**src/rtl/mips_cpu_lsu_if.sv**
```systemverilog
// Core-side request/response handshake plus Avalon-MM master signals of the
// MIPS load/store unit. The master modport is the LSU's view of the bundle;
// the slave modport is the environment's view (the core and the memory).
interface mips_cpu_lsu_if;
  // core request / response
  logic        req_valid;
  logic        req_ready;
  logic [3:0]  req_op;
  logic [31:0] req_addr;
  logic [31:0] req_wdata;
  logic        resp_valid;
  logic [31:0] resp_data;
  logic        resp_err;
  // Avalon-MM master
  logic [31:0] address;
  logic        write;
  logic        read;
  logic        waitrequest;
  logic [31:0] writedata;
  logic [3:0]  byteenable;
  logic [31:0] readdata;

  modport master (
    input  req_valid, req_op, req_addr, req_wdata, waitrequest, readdata,
    output req_ready, resp_valid, resp_data, resp_err,
           address, write, read, writedata, byteenable
  );

  modport slave (
    output req_valid, req_op, req_addr, req_wdata, waitrequest, readdata,
    input  req_ready, resp_valid, resp_data, resp_err,
           address, write, read, writedata, byteenable
  );
endinterface

```
**src/rtl/mips_cpu_lsu.sv**
```systemverilog
// MIPS load/store unit: one request at a time from the core, one word-aligned
// Avalon-MM access per request, one-cycle response pulse with the extended or
// merged load result. Little-endian lanes.
// Optional macro MIPS_LSU_ALIGN_TRAP_EN: misaligned LH/LHU/SH/LW/SW return
// resp_err without touching the bus instead of being silently aligned.
module mips_cpu_lsu #(
  parameter int unsigned MAX_WAIT = 0  // stall cycles before abort; 0 = never
) (
  input  logic           clk,
  input  logic           reset,
  mips_cpu_lsu_if.master bus
);

  localparam logic [3:0] OP_LB  = 4'd0;
  localparam logic [3:0] OP_LBU = 4'd1;
  localparam logic [3:0] OP_LH  = 4'd2;
  localparam logic [3:0] OP_LHU = 4'd3;
  localparam logic [3:0] OP_LW  = 4'd4;
  localparam logic [3:0] OP_LWL = 4'd5;
  localparam logic [3:0] OP_LWR = 4'd6;
  localparam logic [3:0] OP_SB  = 4'd8;
  localparam logic [3:0] OP_SH  = 4'd9;
  localparam logic [3:0] OP_SW  = 4'd10;

`ifdef MIPS_LSU_ALIGN_TRAP_EN
  localparam bit ALIGN_TRAP = 1'b1;
`else
  localparam bit ALIGN_TRAP = 1'b0;
`endif

  typedef enum logic [1:0] {IDLE, BUS, RESP} state_t;

  state_t      state;
  logic [3:0]  op_q;
  logic [1:0]  b_q;
  logic [31:0] rt_q;
  logic [31:0] wait_cnt;

  logic [1:0]  b_in;
  logic        legal;
  logic        misal;
  logic        is_store;
  logic [3:0]  be_d;
  logic [31:0] wd_d;

  assign b_in = bus.req_addr[1:0];

  // Decode the incoming request: legality, direction, lane enables, store data
  always_comb begin
    legal    = 1'b0;
    misal    = 1'b0;
    is_store = 1'b0;
    be_d     = 4'b0000;
    wd_d     = 32'h0;
    case (bus.req_op)
      OP_LB, OP_LBU: begin
        legal = 1'b1;
        be_d  = 4'b0001 << b_in;
      end
      OP_LH, OP_LHU: begin
        legal = 1'b1;
        misal = ALIGN_TRAP && b_in[0];
        be_d  = b_in[1] ? 4'b1100 : 4'b0011;
      end
      OP_LW: begin
        legal = 1'b1;
        misal = ALIGN_TRAP && (b_in != 2'b00);
        be_d  = 4'b1111;
      end
      OP_LWL, OP_LWR: begin
        legal = 1'b1;
        be_d  = 4'b1111;
      end
      OP_SB: begin
        legal    = 1'b1;
        is_store = 1'b1;
        be_d     = 4'b0001 << b_in;
        wd_d     = {4{bus.req_wdata[7:0]}};
      end
      OP_SH: begin
        legal    = 1'b1;
        is_store = 1'b1;
        misal    = ALIGN_TRAP && b_in[0];
        be_d     = b_in[1] ? 4'b1100 : 4'b0011;
        wd_d     = {2{bus.req_wdata[15:0]}};
      end
      OP_SW: begin
        legal    = 1'b1;
        is_store = 1'b1;
        misal    = ALIGN_TRAP && (b_in != 2'b00);
        be_d     = 4'b1111;
        wd_d     = bus.req_wdata;
      end
      default: legal = 1'b0;
    endcase
  end

  logic [31:0] rd;
  logic [31:0] lane;
  logic [15:0] half;
  logic [31:0] ld_data;

  assign rd   = bus.readdata;
  assign lane = rd >> {b_q, 3'b000};
  assign half = b_q[1] ? rd[31:16] : rd[15:0];

  // Align, extend or merge the returned word for the latched load op
  always_comb begin
    ld_data = 32'h0;
    case (op_q)
      OP_LB:  ld_data = {{24{lane[7]}}, lane[7:0]};
      OP_LBU: ld_data = {24'h0, lane[7:0]};
      OP_LH:  ld_data = {{16{half[15]}}, half};
      OP_LHU: ld_data = {16'h0, half};
      OP_LW:  ld_data = rd;
      OP_LWL: begin
        case (b_q)
          2'd0:    ld_data = {rd[7:0],  rt_q[23:0]};
          2'd1:    ld_data = {rd[15:0], rt_q[15:0]};
          2'd2:    ld_data = {rd[23:0], rt_q[7:0]};
          default: ld_data = rd;
        endcase
      end
      OP_LWR: begin
        case (b_q)
          2'd0:    ld_data = rd;
          2'd1:    ld_data = {rt_q[31:24], rd[31:8]};
          2'd2:    ld_data = {rt_q[31:16], rd[31:16]};
          default: ld_data = {rt_q[31:8],  rd[31:24]};
        endcase
      end
      default: ld_data = 32'h0;  // stores return zero
    endcase
  end

  // Request FSM; every core and bus output is a register written here
  always_ff @(posedge clk) begin
    if (reset) begin
      state          <= IDLE;
      op_q           <= 4'h0;
      b_q            <= 2'b00;
      rt_q           <= 32'h0;
      wait_cnt       <= 32'h0;
      bus.req_ready  <= 1'b1;
      bus.resp_valid <= 1'b0;
      bus.resp_data  <= 32'h0;
      bus.resp_err   <= 1'b0;
      bus.read       <= 1'b0;
      bus.write      <= 1'b0;
      bus.address    <= 32'h0;
      bus.writedata  <= 32'h0;
      bus.byteenable <= 4'b0000;
    end else begin
      case (state)
        IDLE: begin
          if (bus.req_valid) begin
            op_q          <= bus.req_op;
            b_q           <= b_in;
            rt_q          <= bus.req_wdata;
            wait_cnt      <= 32'h0;
            bus.req_ready <= 1'b0;
            if (!legal || misal) begin
              // illegal op or trapped misalignment: answer without a bus cycle
              state          <= RESP;
              bus.resp_valid <= 1'b1;
              bus.resp_err   <= 1'b1;
              bus.resp_data  <= 32'h0;
            end else begin
              state          <= BUS;
              bus.address    <= {bus.req_addr[31:2], 2'b00};
              bus.byteenable <= be_d;
              bus.writedata  <= wd_d;
              bus.read       <= !is_store;
              bus.write      <= is_store;
            end
          end
        end
        BUS: begin
          if (!bus.waitrequest) begin
            state          <= RESP;
            bus.read       <= 1'b0;
            bus.write      <= 1'b0;
            bus.resp_valid <= 1'b1;
            bus.resp_err   <= 1'b0;
            bus.resp_data  <= ld_data;
          end else if ((MAX_WAIT != 0) && (wait_cnt + 32'd1 == MAX_WAIT)) begin
            // slave stalled too long: abandon the access
            state          <= RESP;
            bus.read       <= 1'b0;
            bus.write      <= 1'b0;
            bus.resp_valid <= 1'b1;
            bus.resp_err   <= 1'b1;
            bus.resp_data  <= 32'h0;
          end else begin
            wait_cnt <= wait_cnt + 32'd1;
          end
        end
        RESP: begin
          state          <= IDLE;
          bus.resp_valid <= 1'b0;
          bus.req_ready  <= 1'b1;
        end
        default: state <= IDLE;
      endcase
    end
  end

endmodule

```
**src/flat_wrapper.sv**
```systemverilog
// flat-port wrapper written by rule: the top's interface ports become plain ports
module mips_cpu_lsu_flat 
#(
  parameter int unsigned MAX_WAIT = 0                                         
)
  (clk, reset, bus_req_valid, bus_req_op, bus_req_addr, bus_req_wdata, bus_waitrequest, bus_readdata, bus_req_ready, bus_resp_valid, bus_resp_data, bus_resp_err, bus_address, bus_write, bus_read, bus_writedata, bus_byteenable);
  mips_cpu_lsu_if bus_i ();
  input  logic clk;
  input  logic reset;
  input wire logic [$bits(bus_i.req_valid)-1:0] bus_req_valid;
  input wire logic [$bits(bus_i.req_op)-1:0] bus_req_op;
  input wire logic [$bits(bus_i.req_addr)-1:0] bus_req_addr;
  input wire logic [$bits(bus_i.req_wdata)-1:0] bus_req_wdata;
  input wire logic [$bits(bus_i.waitrequest)-1:0] bus_waitrequest;
  input wire logic [$bits(bus_i.readdata)-1:0] bus_readdata;
  output wire logic [$bits(bus_i.req_ready)-1:0] bus_req_ready;
  output wire logic [$bits(bus_i.resp_valid)-1:0] bus_resp_valid;
  output wire logic [$bits(bus_i.resp_data)-1:0] bus_resp_data;
  output wire logic [$bits(bus_i.resp_err)-1:0] bus_resp_err;
  output wire logic [$bits(bus_i.address)-1:0] bus_address;
  output wire logic [$bits(bus_i.write)-1:0] bus_write;
  output wire logic [$bits(bus_i.read)-1:0] bus_read;
  output wire logic [$bits(bus_i.writedata)-1:0] bus_writedata;
  output wire logic [$bits(bus_i.byteenable)-1:0] bus_byteenable;
  assign bus_i.req_valid = bus_req_valid;
  assign bus_i.req_op = bus_req_op;
  assign bus_i.req_addr = bus_req_addr;
  assign bus_i.req_wdata = bus_req_wdata;
  assign bus_i.waitrequest = bus_waitrequest;
  assign bus_i.readdata = bus_readdata;
  assign bus_req_ready = bus_i.req_ready;
  assign bus_resp_valid = bus_i.resp_valid;
  assign bus_resp_data = bus_i.resp_data;
  assign bus_resp_err = bus_i.resp_err;
  assign bus_address = bus_i.address;
  assign bus_write = bus_i.write;
  assign bus_read = bus_i.read;
  assign bus_writedata = bus_i.writedata;
  assign bus_byteenable = bus_i.byteenable;
  mips_cpu_lsu #(.MAX_WAIT(MAX_WAIT)) u_core (.clk(clk), .reset(reset), .bus(bus_i));
endmodule
```
**config.mk**
```make
export PLATFORM = sky130hd
export DESIGN_NAME = mips_cpu_lsu_flat
export DESIGN_NICKNAME = d
export VERILOG_FILES = /design/src/rtl/mips_cpu_lsu_if.sv /design/src/rtl/mips_cpu_lsu.sv /design/src/flat_wrapper.sv
export SDC_FILE = /design/constraint.sdc
export NUM_CORES = 1
export LEC_CHECK = 0
export CORE_MARGIN = 2
export CORE_UTILIZATION = 24
export CTS_CLUSTER_DIAMETER = 200
export CTS_CLUSTER_SIZE = 20
export DETAILED_ROUTE_END_ITERATION = 6
export PLACE_DENSITY = 0.5
export SLEW_MARGIN = 20
export SYNTH_ARGS = -nofsm -noshare
export SYNTH_HDL_FRONTEND = slang
export SYNTH_SLANG_ARGS = --single-unit
```
**constraint.sdc**
```tcl
create_clock -name clk -period 2.3 [get_ports clk]
set_input_delay 0.46 -clock clk [delete_from_list [all_inputs] [get_ports clk]]
set_output_delay 0.46 -clock clk [all_outputs]
set_load 0.03 [all_outputs]
```
==> summary.md, run 1 <==
| Metric | Value |
|---|---|
| Vias in the first global route | `7063` |
| Slowest CP cell | `dfxtp_2` |
| Mapped Area | `7230 um^2` |
| Crit-path max FO | `14` |
| DIE AREA | `31500 um^2` |
| Synth top area share | `39.6%` |
| Final non-filler cell total | `1501` |
| Maximum VDD drop | `0.000323 V` |
| Synth Area per Inst | `8.08 um^2` |
| Clk Latency, worst-skew pair | `430 ps` |
| Reg2Reg Launch Point | `u_core.b_q[1]` |
| EDFF count, synth | `0` |
| Global route overflow | `0` |
| Area of the multi-input gates | `3970 um^2` |
| Synth Instances | `895` |
| Seq/Total Area, Yosys | `39.6%` |
| Post-CTS setup buffer count | `0` |
| First-pass iteration count of the detailed router | `5` |
| Via total after detailed routing | `7303` |
| Max clock buf depth | `2` |
| Synth Area in XOR/XNOR | `0%` |
| Final RePlAce weighted congestion | `0.889` |
| Levels on crit path | `6` |
| Post-route clock period utilization | `91.5%` |
| Antenna-violating nets left | `0` |
| # Max-Cap Violations | `0` |
| Worst setup path endpoint | `u_core.bus.resp_data[2]` |
| Core ar. | `29600 um^2` |
| I/O pin count | `209` |
| # diodes | `0` |
| Worst path max stage delay | `540 ps` |
| Placed insts | `1469` |
| Final HPWL DP | `20200 um` |
| Vias per cell | `4.87` |
| Sw Ratio | `31.0%` |
| Max-slew violations | `0` |
| Worst-path clk slew | `70 ps` |
| Hold Vio Cnt, Final | `0` |
| Final worst slack | `195 ps` |
| Tot GR Track Use | `17.7%` |
| Worst rel slew slack | `50.0%` |
| Hold Path Class | `in -> reg` |
| Cell taking the most area after synthesis | `dfxtp_1` |
| Iteration-0 DRC Markers | `595` |
| Post-synthesis simple-gate area fraction | `17.7%` |
| Hold buffers post-CTS | `0` |
| Most common cell in the netlist | `nand2_1` |
| Fmax achieved | `475 MHz` |
| Startpoint Class | `register` |
| PortBufs | `206` |
| Die Y | `178 um` |
| Setup Skew | `9.67 ps` |
| Clk pwr share | `40.4%` |
| Routed len/inst | `18.7 um` |
| Row count | `63` |
| Worst Setup SP | `u_core.b_q[1]` |
| Main combinational cell family by area after synthesis | `compound AO/OA/AOI/OAI gates` |
| Mux cell area share after synthesis | `10.4%` |
| # DRC | `0` |
| Tmin final | `2110 ps` |
| Nets | `1202` |
| Area occupied by registers | `2870 um^2` |
| Synth unique cells | `52` |
| Final setup viols | `0` |
| Number of gates resized after CTS | `0` |
| Status | `finished, final reports clean` |
| Number of buffers created by CTS | `17` |
| Clk root buf | `clkbuf_16` |
| TritonCTS clock tree | `done` |
| Buf/Inv on CP | `1` |
| Top post-synthesis cells by count | `nand2_1, dfxtp_1, a21oi_1` |
| Total clock sinks | `143` |
| Chip width | `178 um` |
| Top delay family on crit path | `multiplexers` |
| Hold Path Stages | `3` |
| Seq pwr share | `37.8%` |
| Layout fillers | `3177` |
| Switching power | `2.21 mW` |
| Ratio of cells with drive above 1 in the final layout | `10.4%` |
| Pin count of the biggest net entering global routing | `71` |
| Initial antenna violation count | `0` |
| Yosys warning count | `0` |
| P per Cell Area | `674 nW/um^2` |
| Crit. End Element | `register` |
| Tightest Pin Transition | `750 ps` |
| Internal power | `4.92 mW` |
| Ranking of synthesized cells by area | `dfxtp_1, nand2_1, mux2i_1` |
| First-pass GRT wire length | `42700 um` |
| Leak | `3.82 nW` |
| R2R cell count | `6` |
| Count of state elements after synthesis | `143` |
| R2r endpoint | `u_core.bus.resp_data[2]` |
| Worst Path Required | `2620 ps` |
| Layout Area Growth over Synthesis | `46.2%` |
| FFs w/ async S/R, synth | `0%` |
| CP Class | `reg -> reg` |
| Post-synthesis compound-gate area fraction | `26.4%` |
| Adder-Cell Fraction of Synth Area | `0%` |
| RSZ-0062 raised after global routing | `false` |
| R2R setup slack | `190 ps` |
| Initial Util | `24.4%` |
| Combinational share of power | `21.8%` |
| Top_reg_cell synth | `dfxtp_1` |
| Critical Path AT | `2420 ps` |
| Final wirelength | `28000 um` |
| Setup WS pre-CTS | `-84.8 ps` |
| H-tree levels | `4` |
| Critical path cell sequence | `buf_4 > mux2_2 > mux2i_1 > a2bb2oi_1 > o21ai_0 > a22o_1` |
[tightest hold or removal path: stages]
cell and delay [ps]:
buf_4 100, or2_1 110, nor2_1 40
[sequential cells by signal, indices dropped and copies added (netlist names)]
name / count
u_core.bus.address: 30
u_core.bus.resp_data: 32
u_core.bus.resp_err: 1
u_core.bus.write: 1
u_core.state: 2
u_core.op_q: 4
u_core.bus.read: 1
u_core.b_q: 2
u_core.bus.byteenable: 4
u_core.bus.req_ready: 1
u_core.rt_q: 32
u_core.bus.writedata: 32
u_core.bus.resp_valid: 1
[through the flow]
stage | utilization, % | power, mW | area [um^2] | setup TNS, ps | hold slack, ps
floorplan | - | 3.56 | 7240 | 0 | 436
global placement | 33.7 | 4.30 | 9980 | -1280 | 441
detailed placement | 33.7 | 4.30 | 9980 | -2410 | 447
CTS | 35.7 | 7.22 | 10600 | 0 | 315
global route | 35.7 | 7.47 | 10600 | 0 | 348
finish | 35.7 | 7.13 | 10600 | 0 | 331
[power by group through the flow]
stage	combinational, mW	sequential [mW]	clock, mW
final	1.55	2.70	2.88
after global routing	1.68	2.71	3.07
after CTS	1.56	2.69	2.97
after detailed placement	1.55	2.75	0
after global placement	1.55	2.75	0
after floorplan	0.722	2.83	0
[worst min path at each step]
stage	from	to	slack [ps]
after global routing	reset	u_core.state[1]	350
after floorplan	u_core.rt_q[0]	u_core.rt_q[0]	440
after detailed placement	u_core.bus.address[8]	u_core.bus.address[8]	450
after CTS	reset	u_core.state[1]	310
after global placement	u_core.bus.address[28]	u_core.bus.address[28]	440
final	reset	u_core.state[1]	330
[routing by layer]
metal	vias to the layer above	wire (um)	GRT usage, %
met1	3416	13100	24.6
li1	3617	-	-
met3	23	2350	6.11
met5	-	0	0
met2	247	12200	26.2
met4	0	316	4.00
[cell usage in the layout (no fill, tap or decap), types with 3 or more instances in the layout]
master           count
a21o_1               5
a21oi_1             88
a22o_1              47
a22oi_1             40
a31oi_1              3
and2_1               3
buf_12               9
buf_4               51
clkbuf_16           17
clkdlybuf4s50_1    205
dfxtp_1            141
inv_1               11
inv_6                6
inv_8                3
mux2_2              16
mux2i_1             57
nand2_1            178
nand2b_1             8
nand3_1              5
nand3b_1             3
nand4_1              7
nor2_1              66
nor2_2               3
nor2b_1             11
nor3_1               4
o211ai_1            25
o21ai_0             32
o221ai_1             7
o22ai_1             13
o32a_1               7
or3_1                3
[cell type report]
type                            instances  area share [%]
Sequential cell                       143            27.1
Timing Repair Buffer                  265            24.7
Clock inverter                         14            1.61
Multi-Input combinational cell        660            37.5
Clock buffer                           18            4.06
Inverter                               11           0.390
Tap cell                              390            4.61
[cells by family (layout without fill, tap and decap cells)]
logic type      Yosys count  after routing
compound gates          284            284
buf+inv                  93            308
flops                   143            143
mux                      73             73
other cells               1              2
simple gates            301            301
(Power assumes the default switching activity.)
==> run 2, diff against run 1 <==
Settings changed: GPL_TIMING_DRIVEN set to 0.
==> run 2 against run 1 <==
Compared with the run above:
- via count rose by 5.2%
- hold slack improved by 51 ps
- register-to-register slack worse by 110 ps
- non-clock buffer count up 20
- clock-buffer cell count did not move
- clock skew is 5.2 ps higher
- sequential share of layout area rose by 0.53 points
- cell count grew 1.3%
- global-route usage up 0.92 points
- routed wire length is 6.9% higher
- worst setup slack got worse by 120 ps
- total power down 2.2%
- largest power group unchanged
- highest routed layer is now met5
==> summary.md, run 2 (synthesized netlist as in run 1, its figures left out) <==
| Metric | Value |
|---|---|
| Row count | `63 (unchanged)` |
| Worst-path clk slew | `70 ps (about the same)` |
| H-tree levels | `4 (unchanged)` |
| First-pass iteration count of the detailed router | `5 (unchanged)` |
| WL met2 | `12700 um (was 12200 um)` |
| R2R cell count | `7 (was 6)` |
| Crit-path max FO | `10 (was 14)` |
| # Max-Cap Violations | `0 (unchanged)` |
| Hold EP | `u_core.op_q[2] (was u_core.state[1])` |
| TritonCTS clock tree | `done (unchanged)` |
| Hold Path Stages | `3 (unchanged)` |
| Post-route clock period utilization | `96.9% (was 91.5%)` |
| Final RePlAce weighted congestion | `0.917 (was 0.889)` |
| Reg2Reg Launch Point | `u_core.op_q[1] (was u_core.b_q[1])` |
| Tightest Pin Transition | `770 ps (was 750 ps)` |
| Layout Area Growth over Synthesis | `43.3% (was 46.2%)` |
| First-pass GRT wire length | `44000 um (was 42700 um)` |
| Metal-1 WL | `13400 um (was 13100 um)` |
| Via total after detailed routing | `7681 (was 7303)` |
| Number of buffers created by CTS | `17 (unchanged)` |
| Number of gates resized after CTS | `2 (was 0)` |
| Slowest CP cell | `clkdlybuf4s50_1 (was dfxtp_2)` |
| DIE AREA | `31500 um^2 (unchanged)` |
| Hold buffers post-CTS | `0 (unchanged)` |
| R2r endpoint | `u_core.bus.resp_data[23] (was u_core.bus.resp_data[2])` |
| Ratio of cells with drive above 1 in the final layout | `8.40% (was 10.4%)` |
| # DRC | `0 (unchanged)` |
| Worst path max stage delay | `540 ps (about the same)` |
| Most common cell after layout, fill and taps aside | `clkdlybuf4s50_1 (unchanged)` |
| Top flop regs | `u_core.bus.resp_data (32), u_core.bus.writedata (32), u_core.rt_q (32) (unchanged)` |
| Iteration-0 DRC Markers | `610 (was 595)` |
| Setup TNS | `0 ps (unchanged)` |
| WHS | `382 ps (was 331 ps)` |
| Status | `finished, final reports clean (unchanged)` |
| Setup Skew | `14.9 ps (was 9.67 ps)` |
| Critical path cell sequence | `clkdlybuf4s50_1 > mux2_2 > nor2_1 > a211o_1 > buf_2 > o221ai_1 > a22o_1 (was buf_4 > mux2_2 > mux2i_1 > a2bb2oi_1 > o21ai_0 > a22o_1)` |
| Total clock sinks | `143 (unchanged)` |
| Top sig layer | `met5 (was met4)` |
| Worst Path Required | `2620 ps (about the same)` |
| Clk Latency, worst-skew pair | `440 ps (was 430 ps)` |
| Leak | `3.73 nW (was 3.82 nW)` |
| Final setup viols | `0 (unchanged)` |
| Core ar. | `29600 um^2 (unchanged)` |
| Routed len/inst | `19.7 um (was 18.7 um)` |
| Fmax achieved | `449 MHz (was 475 MHz)` |
| Met3 wire length | `3210 um (was 2350 um)` |
| Tot GR Track Use | `18.6% (was 17.7%)` |
| Min-delay src | `bus_req_op[2] (was reset)` |
| PortBufs | `204 (was 206)` |
| Clk root buf | `clkbuf_16 (unchanged)` |
| Most frequent cells in the layout | `clkdlybuf4s50_1, nand2_1, dfxtp_1 (unchanged)` |
| Vias in the first global route | `7193 (was 7063)` |
| Layout fillers | `3195 (was 3177)` |
| Die Y | `178 um (unchanged)` |
| Top delay family on crit path | `buffers and inverters (was multiplexers)` |
| Hold Vio Cnt, Final | `0 (unchanged)` |
| P per Cell Area | `673 nW/um^2 (was 674 nW/um^2)` |
| R2R setup slack | `80 ps (was 190 ps)` |
| Global route overflow | `0 (unchanged)` |
| Max-slew violations | `0 (unchanged)` |
| Pin count of the biggest net entering global routing | `17 (was 71)` |
| Hold Path Class | `in -> reg (unchanged)` |
| RSZ-0062 raised after global routing | `false (unchanged)` |
| Max clock buf depth | `2 (unchanged)` |
| Buf/Inv on CP | `2 (was 1)` |
| Worst Setup SP | `bus_readdata[31] (was u_core.b_q[1])` |
| CP Class | `in -> reg (was reg -> reg)` |
| Nets | `1222 (was 1202)` |
| Maximum VDD drop | `0.000383 V (was 0.000323 V)` |
| Tmin final | `2230 ps (was 2110 ps)` |
| Worst rel slew slack | `48.6% (was 50.0%)` |
| Vias per cell | `5.05 (was 4.87)` |
| Antenna-violating nets left | `0 (unchanged)` |
| Post-CTS setup buffer count | `0 (unchanged)` |
| Final wirelength | `30000 um (was 28000 um)` |
| Crit. End Element | `register (unchanged)` |
| Startpoint Class | `primary input (was register)` |
| # diodes | `0 (unchanged)` |
| I/O pin count | `209 (unchanged)` |
| Initial antenna violation count | `1 (was 0)` |
| Final HPWL DP | `22500 um (was 20200 um)` |
| Chip width | `178 um (unchanged)` |
| Initial Util | `24.4% (unchanged)` |
| Critical Path AT | `2550 ps (was 2420 ps)` |
run 2: metal layers:
layer / vias up / GRT usage [%]
met2: 396 / 27.3
li1: 3649 / -
met5: - / 0
met4: 2 / 5.84
met1: 3587 / 25.5
met3: 47 / 6.23
run 2: final cells by class:
cell class	instances	area, um^2	share of cell area [%]
Sequential cell	143	2860	27.6
Buffer	81	394	3.80
Clock inverter	14	138	1.33
Timing Repair Buffer	204	2040	19.7
Tap cell	390	488	4.71
Inverter	11	41.3	0.398
Clock buffer	18	439	4.24
Multi-Input combinational cell	660	3960	38.2
run 2: power breakdown:
part | internal, mW | switching (mW) | total (mW)
combinational | 0.611 | 0.913 | 1.52
sequential | 2.59 | 0.0964 | 2.69
clock | 1.47 | 1.30 | 2.77
total | 4.67 | 2.31 | 6.98
run 2: worst max path at each step:
stage / to / cells past startpoint
floorplan: u_core.bus.resp_data[0] / 8
global placement: u_core.bus.writedata[3] / 7
detailed placement: u_core.bus.writedata[2] / 7
CTS: u_core.bus.resp_data[13] / 6
global route: u_core.rt_q[21] / 7
finish: u_core.bus.resp_data[23] / 7
run 2: through the flow:
step           total power, mW  util (%)  area, um^2  worst slack, ps  cells
6_report                  6.98      35.0       10400             71.1   1521
5_1_grt                   7.25      35.0       10400             31.1   1521
4_1_cts                   7.01      34.9       10300             3.77   1522
3_5_place_dp              4.24      33.0        9770             -506   1490
3_3_place_gp              4.24      33.0        9770             -488   1490
2_1_floorplan             3.56         -        7240              435    896
run 2: worst min-delay path: cells and delay by family:
kind                   cells  cell delay, ps
AO/OA/AOI/OAI              1              60
AND/OR/NAND/NOR            1              90
buffers and inverters      1             150
